### config.mk
export PLATFORM = sky130hd
export DESIGN_NAME = tu_scheduler
export DESIGN_NICKNAME = d
export VERILOG_FILES = /design/src/rtl/tu_scheduler.sv
export SDC_FILE = /design/constraint.sdc
export NUM_CORES = 1
export LEC_CHECK = 0
export CELL_PAD_IN_SITES_DETAIL_PLACEMENT = 0
export CELL_PAD_IN_SITES_GLOBAL_PLACEMENT = 1
export CORE_ASPECT_RATIO = 1.25
export CORE_MARGIN = 4
export CORE_UTILIZATION = 50
export DETAILED_ROUTE_END_ITERATION = 8
export DONT_BUFFER_PORTS = 1
export PLACE_DENSITY_LB_ADDON = 0.1
export SLEW_MARGIN = 20
export SYNTH_ARGS = -nofsm -noshare
export SYNTH_HDL_FRONTEND = slang
export SYNTH_SLANG_ARGS = --single-unit
export TNS_END_PERCENT = 50
### constraint.sdc
create_clock -name clk -period 4.5 [get_ports clk]
set_input_delay 0.45 -clock clk [delete_from_list [all_inputs] [get_ports clk]]
set_output_delay 0.45 -clock clk [all_outputs]
set_load 0.005 [all_outputs]
### src/rtl/tu_scheduler.sv
// tu_scheduler: per-TU symbol sequencer (data / FS / stuff / FE).
// Optional fractional accumulator: define TU_SCHED_FRAC_EN.
module tu_scheduler #(
  parameter int TU_SIZE = 64,
  parameter int CW      = 7
) (
  input  logic          clk,
  input  logic          rst_n,
  input  logic          stream_active,
  input  logic [CW-1:0] cfg_vsym_int,
  input  logic [9:0]    cfg_vsym_frac,
  output logic          sched_stream_en,
  output logic [1:0]    sched_stream_state,
  output logic          sched_data_req,
  output logic          sched_tu_start
);

  typedef enum logic [2:0] {
    IDLE, DATA, SFS, STUFF, SFE
  } state_t;

  localparam logic [CW-1:0] TUS = CW'(TU_SIZE);

  state_t        state, state_nx;
  logic [CW-1:0] pos;
  logic [CW-1:0] n_q;
  logic [CW-1:0] s_q;
  logic          carry;
  logic [CW:0]   n_raw;
  logic [CW-1:0] n_new;
  logic          data_last;
  logic          tu_last;
  logic          tu_go;
  logic          nx_en;
  logic [1:0]    nx_st;
  logic          nx_req;
  logic          nx_start;

`ifdef TU_SCHED_FRAC_EN
  logic [9:0]  acc;
  logic [10:0] acc_next;

  assign acc_next = {1'b0, (state == IDLE) ? 10'd0 : acc}
                  + {1'b0, cfg_vsym_frac};
  assign carry    = acc_next[10];

  // Phase accumulator advances once per TU, restarts each line
  always_ff @(posedge clk) begin
    if (!rst_n)     acc <= '0;
    else if (tu_go) acc <= acc_next[9:0];
  end
`else
  logic unused_frac;
  assign unused_frac = ^cfg_vsym_frac;
  assign carry       = 1'b0;
`endif

  assign n_raw = {1'b0, cfg_vsym_int} + {{CW{1'b0}}, carry};

  // Clamp valid-symbol count to [1, TU_SIZE]
  always_comb begin
    n_new = n_raw[CW-1:0];
    if (n_raw == '0)
      n_new = CW'(1);
    else if (n_raw > {1'b0, TUS})
      n_new = TUS;
  end

  assign data_last = (state == DATA) && (pos == n_q - CW'(1));
  assign tu_last   = (data_last && (s_q == '0)) || (state == SFE);
  assign tu_go     = stream_active && ((state == IDLE) || tu_last);

  // State register
  always_ff @(posedge clk) begin
    if (!rst_n) state <= IDLE;
    else        state <= state_nx;
  end

  // Next-state selection
  always_comb begin
    state_nx = state;
    unique case (state)
      IDLE:  if (stream_active) state_nx = DATA;
      DATA: begin
        if (data_last) begin
          if (s_q == '0)
            state_nx = stream_active ? DATA : IDLE;
          else if (s_q == CW'(1))
            state_nx = SFE;
          else
            state_nx = SFS;
        end
      end
      SFS:   state_nx = (s_q > CW'(2)) ? STUFF : SFE;
      STUFF: if (pos == TUS - CW'(2)) state_nx = SFE;
      SFE:   state_nx = stream_active ? DATA : IDLE;
      default: state_nx = IDLE;
    endcase
  end

  // Position and per-TU counts, latched at TU start
  always_ff @(posedge clk) begin
    if (!rst_n) begin
      pos <= '0;
      n_q <= TUS;
      s_q <= '0;
    end else if (tu_go) begin
      pos <= '0;
      n_q <= n_new;
      s_q <= TUS - n_new;
    end else if (state_nx == IDLE) begin
      pos <= '0;
    end else begin
      pos <= pos + CW'(1);
    end
  end

  // Symbol decode for the current position
  always_comb begin
    nx_en    = 1'b0;
    nx_st    = 2'b00;
    nx_req   = 1'b0;
    nx_start = 1'b0;
    unique case (state)
      DATA: begin
        nx_en    = 1'b1;
        nx_st    = 2'b01;
        nx_req   = 1'b1;
        nx_start = (pos == '0);
      end
      SFS: begin
        nx_en = 1'b1;
        nx_st = 2'b10;
      end
      STUFF: nx_en = 1'b1;
      SFE: begin
        nx_en = 1'b1;
        nx_st = 2'b11;
      end
      default: ;
    endcase
  end

  // Registered outputs
  always_ff @(posedge clk) begin
    if (!rst_n) begin
      sched_stream_en    <= 1'b0;
      sched_stream_state <= 2'b00;
      sched_data_req     <= 1'b0;
      sched_tu_start     <= 1'b0;
    end else begin
      sched_stream_en    <= nx_en;
      sched_stream_state <= nx_st;
      sched_data_req     <= nx_req;
      sched_tu_start     <= nx_start;
    end
  end

endmodule

# Word-level counts from Yosys, hierarchy flattened
# Cells that the tools add are included.
dict set report op_classes {
  bitwise_logic 1
  eq_ne 7
  n_reduce_logical 13
  addsub 3
  muxes 13
  magnitude_cmp 2
}
# cell n
set ops {}
lappend ops {{$mux W3} 6}
lappend ops {{$pmux W3 S5} 1}
lappend ops {{$logic_not A7 Y1} 2}
lappend ops {{$mux W7} 2}
lappend ops {{$logic_not A8 Y1} 1}
lappend ops {{$add A7 B1 Y7 const B} 1}
lappend ops {{$eq A7 B1 Y1 const B} 1}
lappend ops {{$eq A7 B6 Y1 const B} 1}
lappend ops {{$eq A7 B7 Y1} 1}
lappend ops {{$gt A7 B2 Y1 const B} 1}
lappend ops {{$gt A7 B7 Y1 const B} 1}
lappend ops {{$sub A7 B1 Y7 const B} 1}
lappend ops {{$sub A7 B7 Y7 const A} 1}
lappend ops {{$eq A3 B2 Y1 const B} 2}
lappend ops {{$logic_not A3 Y1} 2}
lappend ops {{$pmux W2 S3} 1}
lappend ops {{$reduce_or A4 Y1} 1}
lappend ops {{$eq A3 B1 Y1 const B} 1}
lappend ops {{$eq A3 B3 Y1 const B} 1}
lappend ops {{$logic_and A1 B1 Y1} 3}
lappend ops {{$mux W1} 3}
lappend ops {{$reduce_or A3 Y1} 1}
lappend ops {{$logic_or A1 B1 Y1} 2}
lappend ops {{$reduce_and A2 Y1} 1}
lappend ops {{$not A1 Y1} 1}
dict set report word_totals {
  ff_bits 29
  wordCells 47
}

# Longest topological paths before layout
dict set report depth {
  depth_word 8
  mapped_depth 10
}

# Worst setup path before layout
# Ideal clock, no wire load.
dict set report synth_path {
  path_type {register to register}
  startpoint {register n_q[0]}
  endpoint {register pos[1]}
  path_slack_ns 1.711
  required_ns 4.383
  period_less_slack_ns 2.789
  t_arrival_ns 2.672
  stages_incl_launch_ff 10
  n_path_buf 1
  path_cell_list {dfxtp_1 -> buf_2 -> inv_1 -> ha_1 -> o21ba_1 -> a221o_1 -> a211o_1 -> or4_4 -> a221oi_4 -> and4b_1}
}
dict set report synth_between {
  elab_chain_len 8
  word_cells_on_any_way 11
  cone_classes {1 x add/sub; 1 x eq/ne; 2 x mux; 7 x reduce/logical}
}
# element line
set synth_lines {}
lappend synth_lines {{start: declaration} 26} ;# logic [CW-1:0] n_q;
lappend synth_lines {{start signal: assignment} 109} ;# n_q <= n_new;
lappend synth_lines {{$sub A7 B1 Y7 (*)} 69} ;# assign data_last = (state == DATA) && (pos == n_q - CW'(1));
lappend synth_lines {{$eq A7 B7 Y1 (*)} 69}
lappend synth_lines {{$logic_and A1 B1 Y1 (*)} 69}
lappend synth_lines {{parallel branches: the longest is 4 deep, another holds $pmux W3 S5} -}
lappend synth_lines {{$reduce_or A3 Y1 (no source line) (*)} -}
lappend synth_lines {{end signal: assignment} 114} ;# pos <= pos + CW'(1);
lappend synth_lines {{end: declaration} 25} ;# logic [CW-1:0] pos;
# Every way passes the cells marked *.
# A chain may end at the register's enable or synchronous reset.

# Worst setup path in the final report
dict set report layout_path {
  startpoint {register n_q[0]}
  endpoint {register s_q[6]}
}
dict set report layout_between {
  elab_chain_len 7
}
# element line
set layout_lines {}
lappend layout_lines {{$sub A7 B1 Y7} 69}
lappend layout_lines {{$eq A7 B7 Y1} 69}
lappend layout_lines {{$logic_and A1 B1 Y1} 69}
lappend layout_lines {{$logic_and A1 B1 Y1} 70} ;# assign tu_last = (data_last && (s_q == '0)) || (state == SFE);
lappend layout_lines {{$logic_or A1 B1 Y1} 70}
lappend layout_lines {{$logic_or A1 B1 Y1} 71} ;# assign tu_go = stream_active && ((state == IDLE) || tu_last);
lappend layout_lines {{$logic_and A1 B1 Y1} 71}
lappend layout_lines {{end signal: assignment} 110} ;# s_q <= TUS - n_new;
lappend layout_lines {{end: declaration} 27} ;# logic [CW-1:0] s_q;
# Every way passes these cells.

==> results.yml <==
status:
  status: "complete, no violations"
clock_network:
  cts_tree: "done"
  cts_buffer_depth: 2
  htreeDepth: 1
  post_cts_buffers: 0
  cts_resized: 0
  root_buffer: "clkbuf_4"
  clk_latency_ps: 330
  cts.clk_slew.worst_paths_ps: 150
  numCtsBuffers: 3
  ctsHoldBuffers: 0
  clock-sinks: 28
placement:
  placed_cell_area_um2: 1607
  port_buffers: 0
  place_congestion: 0.8501
  place_inst: 206
  post-dp-hpwl_mm: 2.375
synth:
  synth_compound_area_frac: 0.1194
  synth_area_leaders: "dfxtp_1 (35%), mux2i_1 (5.6%), xnor2_1 (5.5%)"
  yosysSeqAreaShare: 0.3497
  synth_seq_cells: 28
  ys.flop_type: "dfxtp_1"
  netlist-cell-type-count: 46
  synth_nets: 204
  synth_enable_flop_cells: 0
  yosysTopAreaCellShare: 0.3497
  avgSynthCellArea_um2: 8.954
  synth_adder_area_share: 0.03903
  async_flop_share: 0
  yosys.area.top_type: "dfxtp_1"
  synth_top_family_by_area: "simple AND/OR/NAND/NOR gates"
  yosys_warnings: 0
  syn-instance-count: 179
  synth-xor-area-share: 0.09290
  synth-simple-area-share: 0.2935
  synth_area_um2: 1603
  synth.area.mux_share: 0.05621
pwr:
  fin_total_pwr_mw: 0.5162
  ir_drop_v: 0.0001970
  pwr_density_cell_nw_per_um2: 311.1
  leakage_nw: 0.6375
critical_path:
  critical_path_class: "reg2reg"
  regToRegEndpoint: "s_q[6]$_SDFFE_PN0P_"
  start_kind: "flop"
  rrSetupSlack_ps: 1280
  crit_fanout: 12
  end_kind: "flop"
  reg2regPathDepth: 9
  r2r_start: "n_q[0]$_SDFFE_PN0P_"
  worstPathRequired_ps: 4740
  worstPathArrival_ps: 3460
floorplanning:
  core_um2: 3000
  start_util: 0.5342
  die_w_um: 58.64
  fp.dieH_um: 71.30
  pin_count: 25
  die_area_um2: 4181
  rows: 22
cells_and_area:
  nNetsFinal: 200
  n_fill_cell: 288
  multi_input_area_um2: 963.4
  ff_latch_area_um2: 560.5
  drive_above_1_share: 0.05747
  final_cells: 210
  syn_to_final_growth_pct: 3.513
  design_area_um2: 1659
  antennaDiodeCount: 0
timing:
  fin_crit_sh: 0.7162
  worstMarginPinSlew_ps: 486.0
  setup_viol: 0
  slew_headroom: 0.6676
  post-route-min-period_ps: 3223
  finClkSkew_ps: 3.669
  clock.fmax_mhz: 310.3
  setup_tns_ps: 0
  hold_slack_ps: 226.2
  hold_violations: 0
  slew_violations: 0
  rsz0062_at_grt: "false"
worst_hold_path:
  hp-class: "in2reg"
  whs_path_depth: 1
  min_to: "s_q[6]$_SDFFE_PN0P_"
  hp-start: "rst_n"
detailed_routing:
  vias: 1249
  drt-initial-drc-count: 38
  drtAntennaViolNets: 0
  drc: 0
  routed_via_density: 5.948
  wl_mm: 3.125
  post_drt_wl_per_cell_um: 14.88
  firstDrtPassIters: 4
global_routing:
  globalRoute.totalOverflow: 0
  grt_pass1_wl_mm: 5.430
  antenna_found_initial: 0
  grt_use_total: 0.1644
  grt_max_degree: 26
  first_global_vias: 1227
flow_run:
  cap_violations: 0
==> layout make-up <==
type,count,share of cell area
Clock inverter,1,0.01810
Multi-Input combinational cell,133,0.5807
Clock buffer,3,0.01357
Sequential cell,28,0.3379
Inverter,8,0.01810
Tap cell,36,0.02715
Timing Repair Buffer,1,0.004525
==> worst max path at each step <==
stage                        start                  end  depth (start not counted)
2_1_floorplan  n_q[0]$_SDFFE_PN0P_    pos[1]$_SDFF_PP0_                          9
3_3_place_gp   n_q[0]$_SDFFE_PN0P_  s_q[6]$_SDFFE_PN0P_                          9
3_5_place_dp   n_q[0]$_SDFFE_PN0P_  s_q[6]$_SDFFE_PN0P_                          9
4_1_cts        n_q[0]$_SDFFE_PN0P_  s_q[6]$_SDFFE_PN0P_                          9
5_1_grt        n_q[0]$_SDFFE_PN0P_  s_q[6]$_SDFFE_PN0P_                          9
6_report       n_q[0]$_SDFFE_PN0P_  s_q[6]$_SDFFE_PN0P_                          9
==> critical path, stage by stage, from the launching register on <==
cell	delay, ps
dfxtp_1	590
inv_1	130
ha_1	290
o21ba_1	210
a221o_1	340
a211o_1	310
nor4b_2	450
nor2_1	210
buf_4	250
o311a_1	350
==> registers in the layout (all words and copies together), names as in the netlist <==
signal / count
sched_tu_start: 1
state: 3
n_q: 7
sched_stream_en: 1
pos: 7
sched_stream_state: 2
sched_data_req: 1
s_q: 6
==> routing by layer <==
metal	GRT usage	part of all wire	routed length, um	up-vias
met3	0.02523	0.037	117	4
met5	0	0	0	-
met4	0.06801	0.016	51	0
met2	0.2870	0.50	1565	22
li1	-	-	-	631
met1	0.1969	0.45	1391	592
==> through the flow <==
| stage | util | setup WS [ps] |
|---|---|---|
| floorplan | - | 1711 |
| global placement | 0.5354 | 1311 |
| detailed placement | 0.5354 | 1285 |
| CTS | 0.5530 | 1227 |
| global route | 0.5530 | 1076 |
| finish | 0.5530 | 1277 |
==> placed cells by master (no fill, tap or decap), drive strengths merged, types with 4 or more instances in the layout <==
cell type	synthesis	routed
o31ai	4	4
nor2b	4	4
inv	8	8
or3	4	4
nand3b	4	4
or4	4	4
xor2	7	7
nand2	18	18
o21ai	4	4
nand3	7	7
nor4b	8	8
mux2i	9	9
ha	5	5
nor2	8	8
dfxtp	28	28
xnor2	10	10
nor3	8	8
==> Yosys cell counts (2+ instances only) <==
library cell,instances
ha_1,5
inv_1,8
a21oi_1,3
or3_1,4
nor2_1,8
nor3_1,8
nor4b_1,7
and4_1,2
xnor2_1,10
nand3b_1,4
nand2b_1,2
o31ai_1,4
nor2b_1,4
buf_2,3
o21ai_0,4
xor2_1,7
clkbuf_1,6
or4_1,3
mux2i_1,9
nand3_1,7
and2_1,2
nand2_1,18
dfxtp_1,28
==> power breakdown <==
part / internal [mW] / switching [mW] / total [mW]
Combinational: 0.0374 / 0.0431 / 0.0805
Sequential: 0.260 / 0.0110 / 0.271
Clock: 0.0901 / 0.0745 / 0.165
Total: 0.388 / 0.129 / 0.516
==> kinds of logic (layout without fill, tap and decap cells) <==
logic type,after synthesis,in the layout
adder cells (fa/ha/maj),5,5
XOR/XNOR,17,17
flip-flops,28,28
buffers and inverters,18,13
multiplexers,9,9
AND/OR/NAND/NOR,79,79
AO/OA/AOI/OAI,23,23
Power figures use the tool's default switching activity.
